File: src/rtl/uart_pkg.sv
// Shared types and constants for the UART receiver.
package uart_pkg;

    // Receiver frame phases.
    typedef enum logic [1:0] {
        IDLE  = 2'd0,
        START = 2'd1,
        DATA  = 2'd2,
        STOP  = 2'd3
    } state_t;

    // s_tick pulses per bit period.
    localparam int OVERSAMPLE  = 16;

    // Default frame shape: 8 data bits, one stop bit.
    localparam int DBIT_DEF    = 8;
    localparam int SB_TICK_DEF = 16;

    // Tick counter values: middle of a bit and last tick of a bit.
    localparam int MID_TICK    = OVERSAMPLE / 2 - 1;
    localparam int LAST_TICK   = OVERSAMPLE - 1;

endpackage

File: src/rtl/sync_2ff.sv
// Two-flop synchronizer for a single asynchronous input.
module sync_2ff #(
    parameter logic RST_VAL = 1'b1
) (
    input  logic clk,
    input  logic reset,
    input  logic d_i,
    output logic q_o
);

    logic [1:0] ff_q;

    // Shift the async input through two flops; reset parks both at RST_VAL.
    always_ff @(posedge clk) begin
        if (!reset) begin
            ff_q <= {2{RST_VAL}};
        end else begin
            ff_q <= {ff_q[0], d_i};
        end
    end

    assign q_o = ff_q[1];

endmodule

File: src/rtl/uart_rx.sv
// UART receiver: 16x oversampled, LSB-first, DBIT data bits, configurable
// stop length. Produces a one-clk rx_done_tick with dout/framing_err held
// until the next completed frame.
module uart_rx
    import uart_pkg::*;
#(
    parameter int DBIT    = DBIT_DEF,
    parameter int SB_TICK = SB_TICK_DEF
) (
    input  logic       clk,
    input  logic       reset,
    input  logic       s_tick,
    input  logic       rx,
    output logic       rx_done_tick,
    output logic [7:0] dout,
    output logic       framing_err
);

    // The tick counter is 5 bits so STOP can reach SB_TICK-1 (up to 31);
    // START and DATA never take it past 15.
    localparam logic [4:0] S_MID      = 5'(MID_TICK);
    localparam logic [4:0] S_LAST     = 5'(LAST_TICK);
    localparam logic [4:0] S_STOP_END = 5'(SB_TICK - 1);
    localparam logic [2:0] N_LAST     = 3'(DBIT - 1);

    logic       rx_s;
    state_t     state_q;
    logic [4:0] s_q;
    logic [2:0] n_q;
    logic [7:0] b_q;
    logic [7:0] b_d;
    logic       stop_smp_q;
    logic       done_q;
    logic [7:0] dout_q;
    logic       ferr_q;

    sync_2ff #(
        .RST_VAL(1'b1)
    ) u_sync (
        .clk  (clk),
        .reset(reset),
        .d_i  (rx),
        .q_o  (rx_s)
    );

    // Next data word: shift right and drop the new bit into the top data
    // position, so after DBIT shifts the first bit sits in bit 0. With
    // DBIT=7 bit 7 only ever receives zeros.
    always_comb begin
        b_d         = b_q >> 1;
        b_d[DBIT-1] = rx_s;
    end

    // Frame FSM with tick/bit counters and registered outputs.
    always_ff @(posedge clk) begin
        if (!reset) begin
            state_q    <= IDLE;
            s_q        <= '0;
            n_q        <= '0;
            b_q        <= '0;
            stop_smp_q <= 1'b1;
            done_q     <= 1'b0;
            dout_q     <= '0;
            ferr_q     <= 1'b0;
        end else begin
            done_q <= 1'b0;
            unique case (state_q)
                IDLE: begin
                    // Start-bit edge is taken immediately, not on a tick.
                    if (!rx_s) begin
                        state_q <= START;
                        s_q     <= '0;
                    end
                end
                START: begin
                    if (s_tick) begin
                        if (s_q == S_MID) begin
                            if (!rx_s) begin
                                state_q <= DATA;
                                s_q     <= '0;
                                n_q     <= '0;
                            end else begin
                                // Line back high at mid start bit: a glitch.
                                state_q <= IDLE;
                            end
                        end else begin
                            s_q <= s_q + 5'd1;
                        end
                    end
                end
                DATA: begin
                    if (s_tick) begin
                        if (s_q == S_LAST) begin
                            s_q <= '0;
                            b_q <= b_d;
                            if (n_q == N_LAST) begin
                                state_q <= STOP;
                            end else begin
                                n_q <= n_q + 3'd1;
                            end
                        end else begin
                            s_q <= s_q + 5'd1;
                        end
                    end
                end
                STOP: begin
                    if (s_tick) begin
                        if (s_q == S_MID) begin
                            stop_smp_q <= rx_s;
                        end
                        if (s_q == S_STOP_END) begin
                            state_q <= IDLE;
                            done_q  <= 1'b1;
                            dout_q  <= b_q;
                            ferr_q  <= ~stop_smp_q;
                        end else begin
                            s_q <= s_q + 5'd1;
                        end
                    end
                end
                default: begin
                    state_q <= IDLE;
                end
            endcase
        end
    end

    assign rx_done_tick = done_q;
    assign dout         = dout_q;
    assign framing_err  = ferr_q;

endmodule

File: config.mk
export PLATFORM = sky130hd
export DESIGN_NAME = uart_rx
export DESIGN_NICKNAME = d
export VERILOG_FILES = /design/src/rtl/uart_pkg.sv /design/src/rtl/sync_2ff.sv /design/src/rtl/uart_rx.sv
export SDC_FILE = /design/constraint.sdc
export NUM_CORES = 1
export LEC_CHECK = 0
export BUFFER_PORTS_ARGS = -buffer_cell sky130_fd_sc_hd__buf_4
export CORE_UTILIZATION = 38
export CTS_BUF_LIST = sky130_fd_sc_hd__clkbuf_8
export CTS_CLUSTER_SIZE = 8
export DETAILED_ROUTE_END_ITERATION = 16
export GPL_ROUTABILITY_DRIVEN = 1
export PLACE_DENSITY_LB_ADDON = 0.05
export REMOVE_ABC_BUFFERS = 1
export SYNTH_ARGS = -nofsm -noshare
export SYNTH_HDL_FRONTEND = slang
export SYNTH_SLANG_ARGS = --single-unit
export TNS_END_PERCENT = 100
File: constraint.sdc
create_clock -name clk -period 3.9 [get_ports clk]
set_input_delay 0.195 -clock clk [delete_from_list [all_inputs] [get_ports clk]]
set_output_delay 0.195 -clock clk [all_outputs]
set_load 0.1 [all_outputs]
* Word level (Yosys, flattened, before mapping) *
Index checks and enable logic that the tools add are counted.

cells by class
  add/sub/neg operators = 2
  multiply operators = 0
  div/mod/pow operators = 0
  $lt $le $gt $ge = 0
  equal/unequal tests = 17
  shift operators = 0
  mux-type cells = 26
  bitwise operators = 1
  reductions and logical operators = 9

operator list
  operator                                             count
  2-to-1 mux 5 bit                                     7
  != test 2 bit, second input constant                 11
  one-hot mux 5 bit (4 select lines)                   1
  2-to-1 mux 2 bit                                     9
  2-to-1 mux 3 bit                                     6
  AND reduction 3 bit                                  4
  one-hot mux 2 bit (4 select lines)                   1
  AND reduction 8 bit                                  1
  AND reduction 7 bit                                  1
  one-hot mux 3 bit (2 select lines)                   1
  adder 5 x 1 -> 5 bit, second input constant          1
  equality test 5 x 3 -> 1 bit, second input constant  1
  equality test 5 x 4 -> 1 bit, second input constant  1
  equality test 2 bit, second input constant           2
  AND reduction 4 bit                                  1
  adder 3 x 1 -> 3 bit, second input constant          1
  equality test 3 bit, second input constant           1
  equality test 2 x 1 -> 1 bit, second input constant  1
  zero test 2 bit                                      1
  nonzero test 2 bit                                   1
  2-to-1 mux 1 bit                                     1
  inverter 1 bit                                       1

word-level totals
  register bits = 31
  latch bits = 0
  memory bits (writable) = 0
  ROM bits = 0
  logic and storage cells = 64
  memories = 0

* Longest topological paths before layout *
Gate-level depths: netlist of the first run.

  depth after elaboration = 5
  gate-level depth with buffers = 7

* Modules after synthesis *
A second synthesis of the first run with hierarchy kept.

unflattened totals
  cell total of the unflattened synthesis = 157
  area total of the unflattened synthesis = 1436.4 µm²

modules (own cells, without submodules)
  module    instances  cells an instance  area an instance (µm²)  sequential area each (µm²)
  uart_rx   1          153                1383.8                  580.6
  sync_2ff  1          4                  52.6                    40.0

* Worst setup path after synthesis of the first run *
Ideal clock, no wire load.

  path kind = reg-to-reg
  start point = reg s_q[0]
  end point = reg n_q[0]
  library setup time = 72 ps
  arrival time = 1663 ps
  data required time = 3828 ps
  path slack = 2165 ps
  cell stages (with the launch flop) = 6
  buffers on the path = 0
  period minus slack after synthesis = 1735 ps
  cell sequence = dfxtp_1 > ha_1 > nand4b_4 > o32a_1 > a311oi_4 > mux2i_1

on the way
  longest elaborated chain between the ends = 3

RTL lines
  what                                                                          RTL line                      text
  start, declared                                                               uart_rx.sv:28                 logic [4:0] s_q;
  start signal, assigned                                                        uart_rx.sv:87                 s_q <= s_q + 5'd1;
  start signal, assigned                                                        uart_rx.sv:102                s_q <= s_q + 5'd1;
  start signal, assigned                                                        uart_rx.sv:117                s_q <= s_q + 5'd1;
  equality test 5 x 3 -> 1 bit or equality test 5 x 4 -> 1 bit (tied branches)  uart_rx.sv:77, uart_rx.sv:93
  != test 2 bit (no source line)                                                -
  AND reduction 7 bit (no source line) *                                        -
  end signal, assigned                                                          uart_rx.sv:99                 n_q <= n_q + 3'd1;
  end, declared                                                                 uart_rx.sv:29                 logic [2:0] n_q;

Mark *: on every way between the ends. The rest lies on a longest branch, timed or not.
A chain may end at the register's enable or synchronous reset.

* Final worst setup path of the first run *
  start point = reg s_q[0]
  end point = reg n_q[2]

The elaborated chain is that of the path after synthesis.

==> Implementation_results.wiki, run 1 <==
{| class="wikitable"
! Metric !! Value
|-
| Total met2 wirelength after detailed routing || 1020 µm
|-
| Count of unique library cells instantiated by Yosys || 37
|-
| Number of placement rows || 21
|-
| Leading cell type by number of instances after synthesis || sky130_fd_sc_hd__dfxtp_1
|-
| Final Setup Violations || 0
|-
| Floorplan Core Area || approximately 3400 µm²
|-
| DR iter-0 viols || 21
|-
| Clock tree from TritonCTS || done
|-
| Filler Cell Count || 340
|-
| DIE HEIGHT || around 63 µm
|-
| Final min period || roughly 1.9 ns
|-
| Share of layout cells above drive strength 1 || 14.4%
|-
| Highest routing layer actually used || met4
|-
| Largest net degree at the start of global routing || 22
|-
| Detailed placer's ending HPWL || 1810 µm
|-
| Synthesized area || 1400 µm²
|-
| Die X-Extent || ~63 µm
|-
| Final WL || 2580 µm
|-
| Final Non-Filler Cells || between 200 and 250
|-
| R2R setup slack || 1.99 ns
|-
| Total non-filler cell area in the finished layout || around 1600 µm²
|-
| Nets || around 170
|-
| Placed cell count || roughly 200
|-
| Arrival @ worst endpoint || between 2 and 2.5 ns
|-
| Global-route wire length before repair || 4490 µm
|-
| Post-CTS Setup Bufs || 0
|-
| Hold Buf Count CTS || 0
|-
| Async S/R FF share, synth || 0%
|-
| Vias in the first global route || 977
|-
| FF-to-FF Start || s_q[0]$_SDFFE_PN0P_
|-
| Maximum fanout along the worst path || 7
|-
| Count of vias placed by the detailed router || 1051
|-
| Commonest cells post-synth || sky130_fd_sc_hd__dfxtp_1, sky130_fd_sc_hd__nor2_1, sky130_fd_sc_hd__mux2i_1
|-
| Post-route fraction of the period consumed by the critical path || approximately 49%
|-
| Number of antenna violations at the first check in global routing || 0
|-
| Longest Clk Path Bufs || 2
|-
| Total routing resource utilization after global routing || 14.9%
|-
| Total iterations of the first detailed-routing run || 4
|-
| Number of enable flip-flop cells after synthesis || 0
|-
| Share of the yosys chip area belonging to registers || 44.4%
|-
| Slew of the pin with the lowest slew margin || 0.628 ns
|-
| DR WL met3 || between 100 and 150 µm
|-
| Kind of launch point of the worst setup path || flop
|-
| Synthesized area divided by synthesized cell count || 9.56 µm²
|-
| Timing endpoint of the critical path || n_q[2]$_SDFFE_PN0P_
|-
| Max Slew Vio Count || 0
|-
| Post-Place Cell Area || ~1500 µm²
|-
| Worst hold path startpoint || rx
|-
| Result of the run || finished clean
|-
| Area growth from synthesis to layout || 15.6%
|-
| Number of synthesized register bits || 31
|-
| DIE AREA || 3920 µm²
|-
| Worst skew pair latency || 0.28 ns
|-
| Worst Hold Class || input port to flop
|-
| Setup Crit Path Kind || flop to flop
|-
| Type of element capturing the critical path || flop
|-
| Most area-hungry cell type in the Yosys netlist || sky130_fd_sc_hd__dfxtp_1
|-
| Count of pins on the block boundary || 14
|-
| Share of the core filled with cells in the final layout || a little under half
|-
| Number of levels in the clock H-tree || 2
|-
| Setup TNS || 0 ns
|-
| Terminus of the critical flop-to-flop path || n_q[2]$_SDFFE_PN0P_
|-
| Buffer cell driving the clock tree root || sky130_fd_sc_hd__clkbuf_8
|-
| Launching element of the worst setup path || s_q[0]$_SDFFE_PN0P_
|-
| DR vias/cell || around 5.1
|-
| Total of max-cap violations || 0
|-
| Maximum achievable frequency || approximately 520 MHz
|-
| Synth warn || 0
|-
| DRT met1 WL || around 1400 µm
|-
| Routability-driven placement congestion ratio || just under 0.8
|-
| Number of buffers added on ports || 13
|-
| Headroom to the max-slew limit || roughly 58%
|-
| Critical path data required time || about 4.1 ns
|-
| Post-Synthesis Cells || ~150
|-
| Diodes inserted || 0
|-
| Biggest area contributors in the synthesized netlist || sky130_fd_sc_hd__dfxtp_1, sky130_fd_sc_hd__mux2i_1, sky130_fd_sc_hd__nor2_1, sky130_fd_sc_hd__ha_1, sky130_fd_sc_hd__nand2_1
|-
| Power per cell area || roughly 370 nW/µm²
|-
| Worst vdd rail ir drop || 0.152 mV
|-
| Share of the synthesized area in the top cell type || 44.4%
|-
| CTS sink cnt || 31
|-
| Cts repair resizes || 0
|-
| Leakage power || approximately 0.68 nW
|-
| Setup skew after layout || around 0.0038 ns
|-
| Worst R2R Path Depth || 5
|-
| Total gr overflow || 0
|-
| Number of buffers created by CTS || 5
|-
| Total count of hold-check failures in the final report || 0
|-
| Wire length per cell || 12.5 µm
|-
| Clock slew seen by the registers of the worst setup and hold paths || 0.06 ns
|-
| # DRC || 0
|-
| Number of antenna-violating nets in the routed design || 0
|-
| RSZ-0062 raised after global routing || false
|-
| Initial core utilization || about two fifths
|-
| Leading register cell type out of synthesis || sky130_fd_sc_hd__dfxtp_1
|}
## worst min-delay path by stage
| stage | endpoint | slack (ns) | depth (start not counted) |
|---|---|---|---|
| after floorplan | u_sync.ff_q[0]$_SDFF_PN1_ | 0.27 | 1 |
| after global placement | u_sync.ff_q[0]$_SDFF_PN1_ | 0.39 | 2 |
| after detailed placement | u_sync.ff_q[0]$_SDFF_PN1_ | 0.39 | 2 |
| after CTS | u_sync.ff_q[0]$_SDFF_PN1_ | 0.09 | 2 |
| after global routing | u_sync.ff_q[0]$_SDFF_PN1_ | 0.10 | 2 |
| final | u_sync.ff_q[0]$_SDFF_PN1_ | 0.1 | 2 |
## kinds of logic after synthesis
kind of cell               count (synthesis)  synth area share, %
and+or+nand+nor                           55                 20.2
DFF                                       31                 44.4
AOI/OAI and AO/OA                         23                 13.5
muxes                                     19                 13.6
buffers and inverters                     12                 3.40
adders and majority gates                  4                 3.58
xor gates and xnor gates                   2                 1.25
## critical path: stages, from the launching register on
cell and delay [ns]:
sky130_fd_sc_hd__dfxtp_1 0.38, sky130_fd_sc_hd__ha_1 0.32, sky130_fd_sc_hd__nand4b_4 0.20, sky130_fd_sc_hd__o32a_1 0.36, sky130_fd_sc_hd__a311oi_4 0.37, sky130_fd_sc_hd__mux2i_1 0.22
## where the power goes
part | switching [mW] | internal [mW]
Sequential | 0.00371 | 0.319
Clock | 0.111 | 0.138
Combinational | 0.0122 | 0.00690
## per-layer routing
metal	track usage, %	vias to the layer above
met4	6.98	0
met3	5.47	6
met2	19.7	22
met1	21.1	476
met5	0	-
li1	-	547
## cell type report
class                           count  area (µm²)  area share (%)
Multi-Input combinational cell    103         728            45.1
Timing Repair Buffer               13        97.6            6.05
Clock inverter                      1        5.00           0.310
Inverter                            6        22.5            1.40
Sequential cell                    31         621            38.4
Tap cell                           46        57.6            3.57
Clock buffer                        6        82.6            5.12
## cells in the final DEF, fill, tap and decap left out, types with 2 or more instances in the layout
cell                        n
sky130_fd_sc_hd__a211oi_1   2
sky130_fd_sc_hd__a21oi_1    3
sky130_fd_sc_hd__buf_4     13
sky130_fd_sc_hd__clkbuf_8   6
sky130_fd_sc_hd__dfxtp_1   31
sky130_fd_sc_hd__ha_1       4
sky130_fd_sc_hd__inv_1      6
sky130_fd_sc_hd__mux2i_1   19
sky130_fd_sc_hd__nand2_1    9
sky130_fd_sc_hd__nand2b_1   5
sky130_fd_sc_hd__nand3_1    5
sky130_fd_sc_hd__nor2_1    25
sky130_fd_sc_hd__o21ai_0    2
sky130_fd_sc_hd__o311ai_1   2
sky130_fd_sc_hd__o32ai_1    2
sky130_fd_sc_hd__or3_1      4
## per-stage QoR
step | power, mW | hold WS [ns] | setup WS, ns
2_1_floorplan | 0.340 | 0.268 | 2.17
3_3_place_gp | 0.349 | 0.387 | 2.05
3_5_place_dp | 0.349 | 0.387 | 2.01
4_1_cts | 0.599 | 0.0935 | 1.98
5_1_grt | 0.618 | 0.102 | 1.80
6_report | 0.591 | 0.0959 | 1.99
## registers in the layout, summed over array words and instances (netlist names), named ones only
register	cells
n_q	3
state_q	1
stop_smp_q	1
b_q	8
framing_err	1
s_q	5
dout	8
rx_done_tick	1
u_sync.ff_q	2
Power figures use the tool's default switching activity.
==> run 2: changes to the inputs <==
==> constraint.sdc (replaced) <==
create_clock -name clk -period 1.9 [get_ports clk]
set_input_delay 0.095 -clock clk [delete_from_list [all_inputs] [get_ports clk]]
set_output_delay 0.095 -clock clk [all_outputs]
set_load 0.1 [all_outputs]
==> Implementation_results.wiki, run 2 (same netlist as run 1, synthesis figures left out) <==
{| class="wikitable"
! Metric !! Value
|-
| Post-Place Cell Area || 1570 µm² (was 1530 µm²)
|-
| Leakage power || 0.721 nW (was 0.676 nW)
|-
| Number of buffers added on ports || 13 (unchanged)
|-
| Total non-filler cell area in the finished layout || 1700 µm² (was 1610 µm²)
|-
| Max Slew Vio Count || 0 (unchanged)
|-
| Filler Cell Count || 339 (was 340)
|-
| Wire length per cell || 13.1 µm (was 12.5 µm)
|-
| Maximum achievable frequency || 562 MHz (was 522 MHz)
|-
| Clock slew seen by the registers of the worst setup and hold paths || 0.07 ns (was 0.06 ns)
|-
| Final Non-Filler Cells || 214 (was 206)
|-
| Buffer cell driving the clock tree root || sky130_fd_sc_hd__clkbuf_8 (unchanged)
|-
| R2R setup slack || 0.12 ns (was 1.99 ns)
|-
| Timing endpoint of the critical path || n_q[1]$_SDFFE_PN0P_ (was n_q[2]$_SDFFE_PN0P_)
|-
| Worst hold path startpoint || s_tick (was rx)
|-
| Count of vias placed by the detailed router || 1103 (was 1051)
|-
| Number of placement rows || 21 (unchanged)
|-
| Final Setup Violations || 0 (unchanged)
|-
| WHS Path Cells || 2 (unchanged)
|-
| Clock tree from TritonCTS || done (unchanged)
|-
| Worst R2R Path Depth || 5 (unchanged)
|-
| Post-CTS Setup Bufs || 0 (unchanged)
|-
| # DRC || 0 (unchanged)
|-
| Most common cell after layout, fill and taps aside || sky130_fd_sc_hd__dfxtp_1 (unchanged)
|-
| DR iter-0 viols || 41 (was 21)
|-
| Worst Hold Class || input port to flop (unchanged)
|-
| Worst vdd rail ir drop || 0.429 mV (was 0.152 mV)
|-
| Total count of hold-check failures in the final report || 0 (unchanged)
|-
| Count of pins on the block boundary || 14 (unchanged)
|-
| Longest Clk Path Bufs || 2 (unchanged)
|-
| Slew of the pin with the lowest slew margin || 0.492 ns (was 0.628 ns)
|-
| Setup TNS || 0 ns (unchanged)
|-
| Maximum fanout along the worst path || 3 (was 7)
|-
| Vias in the first global route || 1077 (was 977)
|-
| Setup skew after layout || 0.00529 ns (was 0.00377 ns)
|-
| Initial core utilization || 40.9% (unchanged)
|-
| Final WL || 2810 µm (was 2580 µm)
|-
| Arrival @ worst endpoint || 2.00 ns (was 2.13 ns)
|-
| Area growth from synthesis to layout || 21.9% (was 15.6%)
|-
| CTS sink cnt || 31 (unchanged)
|-
| Number of antenna-violating nets in the routed design || 0 (unchanged)
|-
| Die X-Extent || 62.6 µm (unchanged)
|-
| DR vias/cell || 5.15 (was 5.10)
|-
| Critical path data required time || 2.12 ns (was 4.11 ns)
|-
| Worst skew pair latency || 0.28 ns (about the same)
|-
| Commonest non-fill, non-tap cells in the layout || sky130_fd_sc_hd__dfxtp_1, sky130_fd_sc_hd__nor2_1, sky130_fd_sc_hd__mux2i_1, sky130_fd_sc_hd__buf_4, sky130_fd_sc_hd__nand2_1 (unchanged)
|-
| Number of antenna violations at the first check in global routing || 0 (unchanged)
|-
| Post-route fraction of the period consumed by the critical path || 93.7% (was 49.1%)
|-
| Nets || 175 (was 168)
|-
| Power after layout || 1.38 mW (was 0.591 mW)
|-
| Headroom to the max-slew limit || 67.2% (was 58.1%)
|-
| Final min period || 1.78 ns (was 1.91 ns)
|-
| FF-to-FF Start || n_q[0]$_SDFFE_PN0P_ (was s_q[0]$_SDFFE_PN0P_)
|-
| Setup Crit Path Kind || flop to flop (unchanged)
|-
| Diodes inserted || 0 (unchanged)
|-
| Largest net degree at the start of global routing || 16 (was 22)
|-
| DIE HEIGHT || 62.6 µm (unchanged)
|-
| Number of levels in the clock H-tree || 2 (unchanged)
|-
| Kind of launch point of the worst setup path || flop (unchanged)
|-
| Placed cell count || 205 (was 199)
|-
| Type of element capturing the critical path || flop (unchanged)
|-
| Terminus of the critical flop-to-flop path || n_q[1]$_SDFFE_PN0P_ (was n_q[2]$_SDFFE_PN0P_)
|-
| Total routing resource utilization after global routing || 15.9% (was 14.9%)
|-
| Routability-driven placement congestion ratio || 0.828 (was 0.770)
|-
| Share of layout cells above drive strength 1 || 18.5% (was 14.4%)
|-
| Floorplan Core Area || 3420 µm² (unchanged)
|-
| Total of max-cap violations || 0 (unchanged)
|-
| Launching element of the worst setup path || n_q[0]$_SDFFE_PN0P_ (was s_q[0]$_SDFFE_PN0P_)
|-
| Global-route wire length before repair || 4840 µm (was 4490 µm)
|-
| Total iterations of the first detailed-routing run || 4 (unchanged)
|-
| Detailed placer's ending HPWL || 2000 µm (was 1810 µm)
|-
| DIE AREA || 3920 µm² (unchanged)
|-
| Number of buffers created by CTS || 5 (unchanged)
|-
| Total gr overflow || 0 (unchanged)
|-
| Power per cell area || 808 nW/µm² (was 366 nW/µm²)
|-
| RSZ-0062 raised after global routing || false (unchanged)
|-
| Result of the run || finished clean (unchanged)
|}
[run 2: cell count changes in the layout (fill, tap and decap cells not counted)]
cell	before	now
sky130_fd_sc_hd__ha_2	0	1
sky130_fd_sc_hd__dlygate4sd3_1	0	1
sky130_fd_sc_hd__ha_1	4	3
sky130_fd_sc_hd__buf_4	13	19
sky130_fd_sc_hd__bufinv_16	0	1
[run 2: timing repair]
item | CTS | global route
hold buffers | 1 | 0
hold endpoints to repair | 1 | 0
setup endpoints to repair | 0 | 10
gates resized for setup | 0 | 1
[run 2: final cells by class]
class	instances	area (µm²)	area share [%]
sequential	31	621	36.5
clock inverter	2	35.0	2.06
tap	46	57.6	3.38
multi-input combinational	103	731	42.9
inverter	6	22.5	1.32
timing repair buffer	20	153	8.97
clock buffer	6	82.6	4.85
[run 2: worst min-delay path by stage]
stage / to / slack (ns)
2_1_floorplan: u_sync.ff_q[0]$_SDFF_PN1_ / 0.17
3_3_place_gp: u_sync.ff_q[0]$_SDFF_PN1_ / 0.28
3_5_place_dp: u_sync.ff_q[0]$_SDFF_PN1_ / 0.28
4_1_cts: state_q[0]$_SDFFE_PN0P_ / 0.06
5_1_grt: state_q[0]$_SDFFE_PN0P_ / 0.07
6_report: state_q[0]$_SDFFE_PN0P_ / 0.08
[run 2: power breakdown]
part           total [mW]  switching [mW]  internal (mW)
clock network       0.668           0.244          0.424
registers           0.657         0.00306          0.654
logic              0.0513          0.0316         0.0197
total                1.38           0.278           1.10
[run 2: through the flow]
| step | hold WS [ns] | utilization [%] | setup WS (ns) |
|---|---|---|---|
| after floorplan | 0.168 | - | 0.165 |
| after global placement | 0.280 | 46.0 | 0.136 |
| after detailed placement | 0.283 | 46.0 | 0.106 |
| after CTS | 0.0632 | 49.7 | 0.0625 |
| after global routing | 0.0726 | 49.8 | 0.0131 |
| final | 0.0770 | 49.8 | 0.120 |
[run 2: worst max-delay path, cell delays in order (launching register included)]
cell,delay (ns)
sky130_fd_sc_hd__dfxtp_1,0.33
sky130_fd_sc_hd__ha_1,0.20
sky130_fd_sc_hd__ha_1,0.20
sky130_fd_sc_hd__o32a_1,0.39
sky130_fd_sc_hd__a311oi_4,0.38
sky130_fd_sc_hd__mux2i_1,0.22
[run 2: layer usage]
| layer | wire (µm) | global-route usage [%] | vias to the layer above |
|---|---|---|---|
| met5 | 0 | 0 | - |
| met4 | 42 | 7.27 | 0 |
| met3 | 135 | 5.11 | 5 |
| met2 | 1300 | 25.8 | 25 |
| met1 | 1330 | 19.1 | 516 |
| li1 | - | - | 557 |
==> run 3: changes to the inputs <==
--- a/config.mk
+++ b/config.mk
@@ -11,7 +11,7 @@
 export CTS_CLUSTER_SIZE = 8
 export DETAILED_ROUTE_END_ITERATION = 16
 export GPL_ROUTABILITY_DRIVEN = 1
-export PLACE_DENSITY_LB_ADDON = 0.05
+export PLACE_DENSITY = 0.63
 export REMOVE_ABC_BUFFERS = 1
 export SYNTH_ARGS = -nofsm -noshare
 export SYNTH_HDL_FRONTEND = slang
==> Implementation_results.wiki, run 3 (same netlist as run 1, synthesis figures left out) <==
{| class="wikitable"
! Metric !! Value
|-
| Result of the run || finished clean (unchanged)
|-
| Cell-by-cell listing of the critical path || ha_1 -> ha_1 -> o32a_1 -> a311oi_4 -> mux2i_1 (unchanged)
|-
| Critical path's largest stage delay || 0.39 ns (about the same)
|-
| Share of total power in sequential cells || 51.9% (was 47.7%)
|-
| Nets || 173 (was 175)
|-
| Fraction of power consumed by combinational cells || 3.9% (was 3.7%)
|-
| Type of element capturing the critical path || flop (unchanged)
|-
| Final Non-Filler Cells || 212 (was 214)
|-
| Family with the most delay on the worst path || compound AO/OA/AOI/OAI gates (unchanged)
|-
| Setup Crit Path Kind || flop to flop (unchanged)
|-
| Max Slew Vio Count || 0 (unchanged)
|-
| Commonest non-fill, non-tap cells in the layout || sky130_fd_sc_hd__dfxtp_1, sky130_fd_sc_hd__nor2_1, sky130_fd_sc_hd__mux2i_1, sky130_fd_sc_hd__buf_4, sky130_fd_sc_hd__nand2_1 (unchanged)
|-
| Total iterations of the first detailed-routing run || 4 (unchanged)
|-
| Maximum achievable frequency || 573 MHz (was 562 MHz)
|-
| Number of buffers created by CTS || 5 (unchanged)
|-
| Worst R2R Path Depth || 5 (unchanged)
|-
| Maximum fanout along the worst path || 3 (unchanged)
|-
| Total of max-cap violations || 0 (unchanged)
|-
| Clock slew seen by the registers of the worst setup and hold paths || 0.06 ns (was 0.07 ns)
|-
| Total count of hold-check failures in the final report || 0 (unchanged)
|-
| Slew of the pin with the lowest slew margin || 0.634 ns (was 0.492 ns)
|-
| DIE HEIGHT || 62.6 µm (unchanged)
|-
| Floorplan Core Area || 3420 µm² (unchanged)
|-
| RSZ-0062 raised after global routing || false (unchanged)
|-
| Leakage power || 0.702 nW (was 0.721 nW)
|-
| Placed cell count || 203 (was 205)
|-
| Power per cell area || 751 nW/µm² (was 808 nW/µm²)
|-
| Longest Clk Path Bufs || 2 (unchanged)
|-
| Fraction of power spent switching nets || 21.2% (was 20.2%)
|-
| DIE AREA || 3920 µm² (unchanged)
|-
| Cell repeated most along the worst path || sky130_fd_sc_hd__ha_1 (unchanged)
|-
| Most common cell after layout, fill and taps aside || sky130_fd_sc_hd__dfxtp_1 (unchanged)
|-
| CTS sink cnt || 31 (unchanged)
|-
| DR iter-0 viols || 44 (was 41)
|-
| Net load switching power || 0.268 mW (was 0.278 mW)
|-
| Setup TNS || 0 ns (unchanged)
|-
| Post-route fraction of the period consumed by the critical path || 91.9% (was 93.7%)
|-
| Terminus of the critical flop-to-flop path || n_q[0]$_SDFFE_PN0P_ (was n_q[1]$_SDFFE_PN0P_)
|-
| Detailed placer's ending HPWL || 1990 µm (was 2000 µm)
|-
| Number of antenna-violating nets in the routed design || 0 (unchanged)
|-
| Count of vias placed by the detailed router || 1086 (was 1103)
|-
| Critical path data required time || 2.10 ns (was 2.12 ns)
|-
| Largest net degree at the start of global routing || 22 (was 16)
|-
| Arrival @ worst endpoint || 1.95 ns (was 2.00 ns)
|-
| DR vias/cell || 5.12 (was 5.15)
|-
| Setup skew after layout || 0.00417 ns (was 0.00529 ns)
|-
| Share of the core filled with cells in the final layout || 49.5% (was 49.8%)
|-
| End point of the most critical hold path || state_q[0]$_SDFFE_PN0P_ (unchanged)
|-
| Global-route wire length before repair || 4890 µm (was 4840 µm)
|-
| Clock tree from TritonCTS || done (unchanged)
|-
| Post-placement worst setup slack || 0.0170 ns (was 0.106 ns)
|-
| R2R setup slack || 0.15 ns (was 0.12 ns)
|-
| Buffer cell driving the clock tree root || sky130_fd_sc_hd__clkbuf_8 (unchanged)
|-
| Number of antenna violations at the first check in global routing || 0 (unchanged)
|-
| Final Worst Setup Slack || 0.154 ns (was 0.120 ns)
|-
| Area growth from synthesis to layout || 21.0% (was 21.9%)
|-
| Final min period || 1.75 ns (was 1.78 ns)
|-
| Worst Hold Class || input port to flop (unchanged)
|-
| Share of layout cells above drive strength 1 || 18.7% (was 18.5%)
|-
| Die X-Extent || 62.6 µm (unchanged)
|-
| Worst vdd rail ir drop || 0.660 mV (was 0.429 mV)
|-
| Final Setup Violations || 0 (unchanged)
|-
| Count of pins on the block boundary || 14 (unchanged)
|-
| Routability-driven placement congestion ratio || 0.850 (was 0.828)
|-
| Number of levels in the clock H-tree || 2 (unchanged)
|-
| Critical path's slowest cell || sky130_fd_sc_hd__o32a_1 (unchanged)
|-
| Number of placement rows || 21 (unchanged)
|-
| # DRC || 0 (unchanged)
|-
| Total routing resource utilization after global routing || 15.7% (was 15.9%)
|-
| Launching element of the worst setup path || n_q[0]$_SDFFE_PN0P_ (unchanged)
|-
| Initial core utilization || 40.9% (unchanged)
|-
| Headroom to the max-slew limit || 57.7% (was 67.2%)
|-
| Total gr overflow || 0 (unchanged)
|-
| FF-to-FF Start || n_q[0]$_SDFFE_PN0P_ (unchanged)
|-
| Total internal power || 1.00 mW (was 1.10 mW)
|-
| Number of buffers and inverters on the critical path || 0 (unchanged)
|-
| Vias in the first global route || 1069 (was 1077)
|-
| Wire length per cell || 13.2 µm (was 13.1 µm)
|-
| Worst skew pair latency || 0.27 ns (was 0.28 ns)
|-
| Diodes inserted || 0 (unchanged)
|-
| Kind of launch point of the worst setup path || flop (unchanged)
|-
| Worst hold path startpoint || s_tick (unchanged)
|-
| Final WL || 2810 µm (about the same)
|-
| WHS Path Cells || 2 (unchanged)
|-
| Number of buffers added on ports || 13 (unchanged)
|-
| Clock share of power || 44.3% (was 48.5%)
|}
-- run 3: power by group through the flow --
stage / Clock [mW] / Combinational [mW] / Sequential (mW)
detailed placement: 0 / 0.0470 / 0.671
global placement: 0 / 0.0453 / 0.671
finish: 0.562 / 0.0490 / 0.658
global route: 0.621 / 0.0541 / 0.658
CTS: 0.583 / 0.0489 / 0.657
floorplan: 0 / 0.0235 / 0.674
-- run 3: layout make-up --
class / count / area, µm²
Multi-Input combinational cell: 103 / 746
Tap cell: 46 / 57.6
Fill cell: 340 / 1730
Sequential cell: 31 / 622
Clock inverter: 1 / 7.51
Clock buffer: 7 / 96.3
Inverter: 6 / 22.5
Timing Repair Buffer: 18 / 138
-- run 3: how the worst max path moves through the flow --
stage	depth (start not counted)	end
CTS	5	n_q[0]$_SDFFE_PN0P_
finish	5	n_q[0]$_SDFFE_PN0P_
detailed placement	5	n_q[0]$_SDFFE_PN0P_
global route	5	n_q[0]$_SDFFE_PN0P_
floorplan	5	n_q[0]$_SDFFE_PN0P_
global placement	5	n_q[1]$_SDFFE_PN0P_
-- run 3: per-layer routing --
layer  GRT usage (%)  wire, µm  share of wire [%]
met5               0         0                  0
met1            19.4      1360                 48
met2            25.1      1320                 47
met3            5.84        96                3.4
met4            5.23        27               0.96
-- run 3: per-stage QoR --
stage / hold WS (ns) / power (mW) / instance area [µm²]
after global placement: 0.277 / 0.717 / 1560
final: 0.0854 / 1.27 / 1690
after floorplan: 0.168 / 0.697 / 1370
after global routing: 0.0574 / 1.33 / 1690
after CTS: 0.0686 / 1.29 / 1670
after detailed placement: 0.283 / 0.718 / 1560
-- run 3: worst register-to-register path, cell delays in order, from the launching register on --
cell and delay [ns]:
sky130_fd_sc_hd__dfxtp_1 0.33, sky130_fd_sc_hd__ha_1 0.20, sky130_fd_sc_hd__ha_1 0.20, sky130_fd_sc_hd__o32a_1 0.39, sky130_fd_sc_hd__a311oi_4 0.33, sky130_fd_sc_hd__mux2i_1 0.23
-- run 3: repair_timing --
item	4_1_cts	5_1_grt
buffers inserted	0	0
setup endpoints to repair	1	4
gates resized for setup	1	3
hold buffers	1	0
hold endpoints to repair	1	0
pin swaps	0	1
